**src/rtl/seg7_pkg.sv**
```systemverilog
// Shared types and constants for the seven-segment scan controller.
package seg7_pkg;

  typedef enum logic {BLANK, SHOW} scan_state_t;

  localparam int         NUM_DIGITS = 8;
  localparam logic [6:0] SEG_OFF    = 7'h7F;
  localparam logic [7:0] AN_OFF     = 8'hFF;

  // One displayable frame: nibbles, decimal points and per-digit enables.
  typedef struct packed {
    logic [31:0] value;
    logic [7:0]  dp;
    logic [7:0]  digit_en;
  } disp_buf_t;

endpackage

```
**src/rtl/seg7_scan_ctrl_if.sv**
```systemverilog
// User-logic side and board-pin side signals of the seven-segment scan controller.
interface seg7_scan_ctrl_if;

  logic        en;
  logic        load;
  logic [31:0] value;
  logic [7:0]  dp;
  logic [7:0]  digit_en;
  logic [2:0]  sel;
  logic [7:0]  an;
  logic [6:0]  seg;
  logic        dp_n;
  logic        frame_done;

  modport master (
    output en, load, value, dp, digit_en,
    input  sel, an, seg, dp_n, frame_done
  );

  modport slave (
    input  en, load, value, dp, digit_en,
    output sel, an, seg, dp_n, frame_done
  );

endinterface

```
**src/rtl/seg7_scan_ctrl_hex_to_seg7.sv**
```systemverilog
// Hex nibble to active-low segment pattern {g,f,e,d,c,b,a}.
module hex_to_seg7
  import seg7_pkg::*;
(
  input  logic [3:0] nibble,
  output logic [6:0] seg
);

  always_comb begin
    seg = SEG_OFF;
    case (nibble)
      4'h0: seg = 7'h40;
      4'h1: seg = 7'h79;
      4'h2: seg = 7'h24;
      4'h3: seg = 7'h30;
      4'h4: seg = 7'h19;
      4'h5: seg = 7'h12;
      4'h6: seg = 7'h02;
      4'h7: seg = 7'h78;
      4'h8: seg = 7'h00;
      4'h9: seg = 7'h10;
      4'hA: seg = 7'h08;
      4'hB: seg = 7'h03;
      4'hC: seg = 7'h46;
      4'hD: seg = 7'h21;
      4'hE: seg = 7'h06;
      4'hF: seg = 7'h0E;
    endcase
  end

endmodule

```
**src/rtl/seg7_scan_ctrl.sv**
```systemverilog
// 8-digit common-anode scan controller with per-slot blanking and a
// frame-synchronous double buffer for the displayed value.
module seg7_scan_ctrl
  import seg7_pkg::*;
#(
  parameter int DIGIT_CYCLES = 100000,
  parameter int BLANK_CYCLES = 1000
) (
  input logic              clk,
  input logic              rst_n,
  seg7_scan_ctrl_if.slave  bus
);

  localparam int                CNT_W      = $clog2(DIGIT_CYCLES);
  localparam logic [CNT_W-1:0]  CNT_LAST   = CNT_W'(DIGIT_CYCLES - 1);
  localparam logic [CNT_W-1:0]  BLANK_LAST = CNT_W'(BLANK_CYCLES - 1);
  localparam logic [2:0]        SEL_LAST   = 3'(NUM_DIGITS - 1);

  scan_state_t      state, state_nxt;
  logic [CNT_W-1:0] cnt, cnt_nxt;
  logic [2:0]       sel_nxt;
  logic             boundary;

  disp_buf_t        act, act_nxt;
  disp_buf_t        pend, pend_nxt;
  logic             pend_vld, pend_vld_nxt;
  disp_buf_t        incoming;

  logic [3:0]       nib;
  logic [6:0]       seg_dec;
  logic [7:0]       an_nxt;
  logic [6:0]       seg_nxt;
  logic             dp_n_nxt;

  assign incoming = '{value: bus.value, dp: bus.dp, digit_en: bus.digit_en};

  // Scan sequencing: slot counter, digit index and blank/show phase.
  always_comb begin
    state_nxt = state;
    cnt_nxt   = cnt;
    sel_nxt   = bus.sel;
    boundary  = 1'b0;
    if (!bus.en) begin
      state_nxt = BLANK;
      cnt_nxt   = '0;
      sel_nxt   = '0;
    end else begin
      cnt_nxt = (cnt == CNT_LAST) ? '0 : cnt + 1'b1;
      case (state)
        BLANK: if (cnt == BLANK_LAST) state_nxt = SHOW;
        SHOW: begin
          if (cnt == CNT_LAST) begin
            state_nxt = BLANK;
            sel_nxt   = bus.sel + 1'b1;
            boundary  = (bus.sel == SEL_LAST);
          end
        end
        default: state_nxt = BLANK;
      endcase
    end
  end

  // A load landing exactly on the frame boundary bypasses the pending buffer.
  always_comb begin
    act_nxt      = act;
    pend_nxt     = pend;
    pend_vld_nxt = pend_vld;
    if (boundary) begin
      if (bus.load)     act_nxt = incoming;
      else if (pend_vld) act_nxt = pend;
      pend_vld_nxt = 1'b0;
    end else if (bus.load) begin
      pend_nxt     = incoming;
      pend_vld_nxt = 1'b1;
    end
  end

  // Pin values for the upcoming state; act is stable whenever SHOW is next.
  assign nib = act.value[{sel_nxt, 2'b00} +: 4];

  hex_to_seg7 u_dec (
    .nibble (nib),
    .seg    (seg_dec)
  );

  always_comb begin
    an_nxt   = AN_OFF;
    seg_nxt  = SEG_OFF;
    dp_n_nxt = 1'b1;
    if (state_nxt == SHOW) begin
      if (act.digit_en[sel_nxt]) an_nxt = ~(8'b1 << sel_nxt);
      seg_nxt  = seg_dec;
      dp_n_nxt = ~(act.dp[sel_nxt] & act.digit_en[sel_nxt]);
    end
  end

  always_ff @(posedge clk or negedge rst_n) begin
    if (!rst_n) begin
      state          <= BLANK;
      cnt            <= '0;
      act            <= '0;
      pend           <= '0;
      pend_vld       <= 1'b0;
      bus.sel        <= '0;
      bus.an         <= AN_OFF;
      bus.seg        <= SEG_OFF;
      bus.dp_n       <= 1'b1;
      bus.frame_done <= 1'b0;
    end else begin
      state          <= state_nxt;
      cnt            <= cnt_nxt;
      act            <= act_nxt;
      pend           <= pend_nxt;
      pend_vld       <= pend_vld_nxt;
      bus.sel        <= sel_nxt;
      bus.an         <= an_nxt;
      bus.seg        <= seg_nxt;
      bus.dp_n       <= dp_n_nxt;
      bus.frame_done <= boundary;
    end
  end

endmodule

```
**src/flat_wrapper.sv**
```systemverilog
// flat-port wrapper written by rule: the top's interface ports become plain ports
module seg7_scan_ctrl_flat import seg7_pkg::*;
#(
  parameter int DIGIT_CYCLES = 100000,
  parameter int BLANK_CYCLES = 1000
)
  (clk, rst_n, bus_en, bus_load, bus_value, bus_dp, bus_digit_en, bus_sel, bus_an, bus_seg, bus_dp_n, bus_frame_done);
  seg7_scan_ctrl_if bus_i ();
  input logic clk;
  input logic rst_n;
  input wire logic [$bits(bus_i.en)-1:0] bus_en;
  input wire logic [$bits(bus_i.load)-1:0] bus_load;
  input wire logic [$bits(bus_i.value)-1:0] bus_value;
  input wire logic [$bits(bus_i.dp)-1:0] bus_dp;
  input wire logic [$bits(bus_i.digit_en)-1:0] bus_digit_en;
  output wire logic [$bits(bus_i.sel)-1:0] bus_sel;
  output wire logic [$bits(bus_i.an)-1:0] bus_an;
  output wire logic [$bits(bus_i.seg)-1:0] bus_seg;
  output wire logic [$bits(bus_i.dp_n)-1:0] bus_dp_n;
  output wire logic [$bits(bus_i.frame_done)-1:0] bus_frame_done;
  assign bus_i.en = bus_en;
  assign bus_i.load = bus_load;
  assign bus_i.value = bus_value;
  assign bus_i.dp = bus_dp;
  assign bus_i.digit_en = bus_digit_en;
  assign bus_sel = bus_i.sel;
  assign bus_an = bus_i.an;
  assign bus_seg = bus_i.seg;
  assign bus_dp_n = bus_i.dp_n;
  assign bus_frame_done = bus_i.frame_done;
  seg7_scan_ctrl #(.DIGIT_CYCLES(DIGIT_CYCLES), .BLANK_CYCLES(BLANK_CYCLES)) u_core (.clk(clk), .rst_n(rst_n), .bus(bus_i));
endmodule
```
**config.mk**
```make
export PLATFORM = sky130hd
export DESIGN_NAME = seg7_scan_ctrl_flat
export DESIGN_NICKNAME = d
export VERILOG_FILES = /design/src/rtl/seg7_pkg.sv /design/src/rtl/seg7_scan_ctrl_if.sv /design/src/rtl/seg7_scan_ctrl_hex_to_seg7.sv /design/src/rtl/seg7_scan_ctrl.sv /design/src/flat_wrapper.sv
export SDC_FILE = /design/constraint.sdc
export NUM_CORES = 1
export LEC_CHECK = 0
export BUFFER_PORTS_ARGS = -buffer_cell sky130_fd_sc_hd__clkbuf_2
export CAP_MARGIN = 20
export CELL_PAD_IN_SITES_DETAIL_PLACEMENT = 1
export CELL_PAD_IN_SITES_GLOBAL_PLACEMENT = 2
export CORE_MARGIN = 2
export CORE_UTILIZATION = 35
export CTS_CLUSTER_DIAMETER = 60
export DETAILED_ROUTE_END_ITERATION = 16
export PLACE_DENSITY = 0.84
export SYNTH_ARGS = -nofsm -noshare
export SYNTH_HDL_FRONTEND = slang
export SYNTH_HIERARCHICAL = 1
export SYNTH_SLANG_ARGS = --single-unit
```
**constraint.sdc**
```tcl
create_clock -name clk -period 3.8 [get_ports clk]
set_input_delay 0.76 -clock clk [delete_from_list [all_inputs] [get_ports clk]]
set_output_delay 0.76 -clock clk [all_outputs]
set_load 0.01 [all_outputs]
```
==> impl_summary.log <==
INFO  metric core.rowCount = 49
INFO  metric seq_area_frac_synth = 52.77%
INFO  metric power.ir.vdd_worst = 322.5 uV
INFO  metric initial_core_util = 35.73%
INFO  metric design.portCount = 72
INFO  metric netlist_top_cells_area = dfrtp_1 46%, mux2i_1 8.5%, dfstp_2 6.5%
INFO  metric die_w = 139.6 um
INFO  metric crit_path_setup_slack_layout = 0.1423 ns
INFO  metric root_buffer = clkbuf_16
INFO  metric detail_route.wl_per_cell = 17.82 um
INFO  metric drt_drc = 0
INFO  metric ant_nets = 0
INFO  metric clock_sinks = 135
INFO  metric tritoncts_clock_tree = yes
INFO  metric cap_viol_max_count = 0
INFO  metric grt_max_degree = 81
INFO  metric num-nets-final = 702
INFO  metric post-synth-top-area-cell = dfrtp_1
INFO  metric reg2reg_setup_slack = 0.14 ns
INFO  metric die-height = 139.6 um
INFO  metric setup_viol = 0
INFO  metric report.final.hold_viol_count = 0
INFO  metric worst-endpoint-required = 4.14 ns
INFO  metric drt_wl_total = 15710 um
INFO  metric maxSlewHeadroom = 48.02%
INFO  metric finalWeightedCongestion = 0.8684
INFO  metric dp_hpwl = 11200 um
INFO  metric critPathMaxStageDelay = 0.50 ns
INFO  metric timing.final.crit_share = 96.25%
INFO  metric netlist-cell-type-count = 60
INFO  metric cell_with_the_largest_stage_delay_on_the_worst_path = mux4_1
INFO  metric ys_dominant_reg_cell = dfrtp_1
INFO  metric placement.cell_area = 7032 sq um
INFO  metric min_path_type = in -> async
INFO  metric dr.first_iter.drc_count = 208
INFO  metric yosys_warnings = 6
INFO  metric worstSetupStartpointType = register
INFO  metric placeableCoreArea = 18020 sq um
INFO  metric power_per_cell_area = 459.6 nW/um^2
INFO  metric worst_r2r_startpoint = u_core/cnt[0]$_DFF_PN0_
INFO  metric grt_pass1_wl = 26820 um
INFO  metric worstPathMaxFanout = 10
INFO  metric vias = 4592
INFO  metric vias_in_the_first_global_route = 5140
INFO  metric track_usage = 17.37%
INFO  metric critPathLaunch = u_core/cnt[0]$_DFF_PN0_
INFO  metric final.setup_skew = 0.01428 ns
INFO  metric numCtsBuffers = 17
INFO  metric synth_area = 6440 sq um
INFO  metric path_delay_family = simple AND/OR/NAND/NOR gates
INFO  metric clkLatencyLatePin = 0.42 ns
INFO  metric crit_path_end_kind = register
INFO  metric critical_path.cell_chain = ha_1, and4_4, and4_4, and2_4, mux2_4, a22o_1, nor3_1, a31oi_1, buf_4, ha_1, mux4_1, or2_2
INFO  metric yosys.area.top_type_share = 46.24%
INFO  metric preCtsSetupSlack = 0.1299 ns
INFO  metric synth-edff-count = 0
INFO  metric global_route.overflow_total = 0
INFO  metric timing.critical_path.arrival = 4.00 ns
INFO  metric clkTransAtPathRegs = 0.06 ns
INFO  metric setup.worst_path.class = reg -> reg
INFO  metric finalCriticalPeriod = 3.658 ns
INFO  metric synthesis.nets = 633
INFO  metric dieArea = 19500 sq um
INFO  metric initial_antenna_violation_count = 0
INFO  metric layout-drive-gt1-share = 27.87%
INFO  metric max-clock-path-buffers = 2
INFO  metric synth.ff_latch_count = 135
INFO  metric timing.critical_path.buf_inv = 1
INFO  metric report.final.slew_viol_count = 0
INFO  metric fmax = 0.2734 GHz
INFO  metric fin_total_pwr = 3.532 mW
INFO  metric buffer_ports.inserted = 71
INFO  metric cts_htree_levels = 4
INFO  metric drt_first_pass_iters = 5
INFO  metric netlist_instances = 571
INFO  metric num_antenna_cells = 0
INFO  metric tightest_slew = 0.7745 ns
INFO  metric synthesis.area_per_instance = 11.28 sq um
INFO  metric postSynth.asyncResetShare = 100.0%
INFO  metric run_status = complete, no violations
INFO  metric post-route-cell-area = 7685 sq um
INFO  metric synthesis_to_layout_area_growth = 19.33%
INFO  metric vias_per_cell = 5.206
INFO  metric holdBufCountCts = 0
INFO  metric p_leak = 3.406 nW
INFO  metric grt_setup_unrepaired = false
INFO  metric fin_tns_setup = 0 ns
==> sequential cells by signal (all words and copies together), names as in the netlist <==
| signal | count |
|---|---|
| u_core/bus.seg | 7 |
| u_core/pend | 48 |
| u_core/bus.frame_done | 1 |
| u_core/bus.sel | 3 |
| u_core/pend_vld | 1 |
| u_core/bus.an | 8 |
| u_core/bus.dp_n | 1 |
| u_core/cnt | 17 |
| u_core/act | 48 |
| u_core/state | 1 |
==> area by class of cell <==
class / instances / area [sq um]
Timing Repair Buffer: 84 / 459.2
Clock buffer: 19 / 442.9
Sequential cell: 135 / 3398
Inverter: 11 / 41.29
Multi-Input combinational cell: 391 / 2854
Clock inverter: 13 / 202.7
Fill cell: 1993 / 10340
Tap cell: 229 / 286.5
==> stage by stage <==
| stage | std cells | hold WS (ns) | util, % |
|---|---|---|---|
| final | 882 | 0.3740 | 42.64 |
| after detailed placement | 850 | 0.4659 | 39.01 |
| after global placement | 850 | 0.4450 | 39.01 |
| after floorplan | 571 | 0.4329 | - |
| after global routing | 882 | 0.4300 | 42.64 |
| after CTS | 882 | 0.4108 | 42.59 |
==> timing repair <==
item | 4_1_cts | 5_1_grt
setup buffers | 0 | 0
resized for setup | 0 | 2
endpoints found under the setup margin | 0 | 1
endpoints found under the hold margin | 0 | 0
==> worst paths after layout <==
check,to,depth (start not counted)
setup / recovery,u_core/bus.seg[3]$_DFF_PN1_,12
max in group asynchronous,u_core/bus.seg[1]$_DFF_PN1_,2
min in group clk,u_core/cnt[0]$_DFF_PN0_,1
setup reg to reg,u_core/bus.seg[3]$_DFF_PN1_,12
hold / removal,u_core/cnt[13]$_DFF_PN0_,1
hold reg to reg,u_core/cnt[0]$_DFF_PN0_,1
==> placed cells by master, fill, tap and decap left out, drive strengths merged, types with 8 or more instances in the layout <==
cell type,netlist,layout
dfrtp,119,119
clkbuf,20,88
mux2,50,50
dfstp,16,16
ha,10,10
inv,10,10
mux2i,55,55
xor2,8,8
nand2,67,67
a22oi,9,9
or2,10,10
buf,14,15
nand3,12,12
o21ai,61,61
nor3,8,8
nor2,26,26
==> metal layers <==
| layer | global-route usage [%] | share of wire [%] |
|---|---|---|
| met5 | 0 | 0 |
| met4 | 6.105 | 1.6 |
| met3 | 4.233 | 3.3 |
| met2 | 28.51 | 48 |
| met1 | 22.53 | 47 |
==> logic make-up (layout without fill, tap and decap cells) <==
group	after synthesis	after routing	share of synthesized area (%)
simple gates	152	152	11.33
mux	106	106	17.76
compound gates	109	109	10.98
fa+ha+maj	10	10	1.943
xor+xnor	14	14	1.904
flops	135	135	52.77
buf+inv	45	127	3.322
==> cells in the mapped netlist (7+ instances only) <==
master    number
dfstp_2       16
a22oi_1        8
mux2_1        21
inv_1          9
nor3_1         7
xor2_1         8
mux2_2        28
nor2_1        26
o21ai_1       25
ha_1          10
clkbuf_1      20
nand3_1       12
o21ai_0       36
nand2_1       67
a22o_1         7
or2_2          7
dfrtp_1      119
mux2i_1       55
==> where the power goes <==
group	total (mW)	switching, mW	internal, mW	leakage, nW
sequential	1.52	0.0283	1.49	1.71
combinational	0.204	0.109	0.0948	1.38
clock	1.81	0.629	1.18	0.313
(Power assumes the default switching activity.)
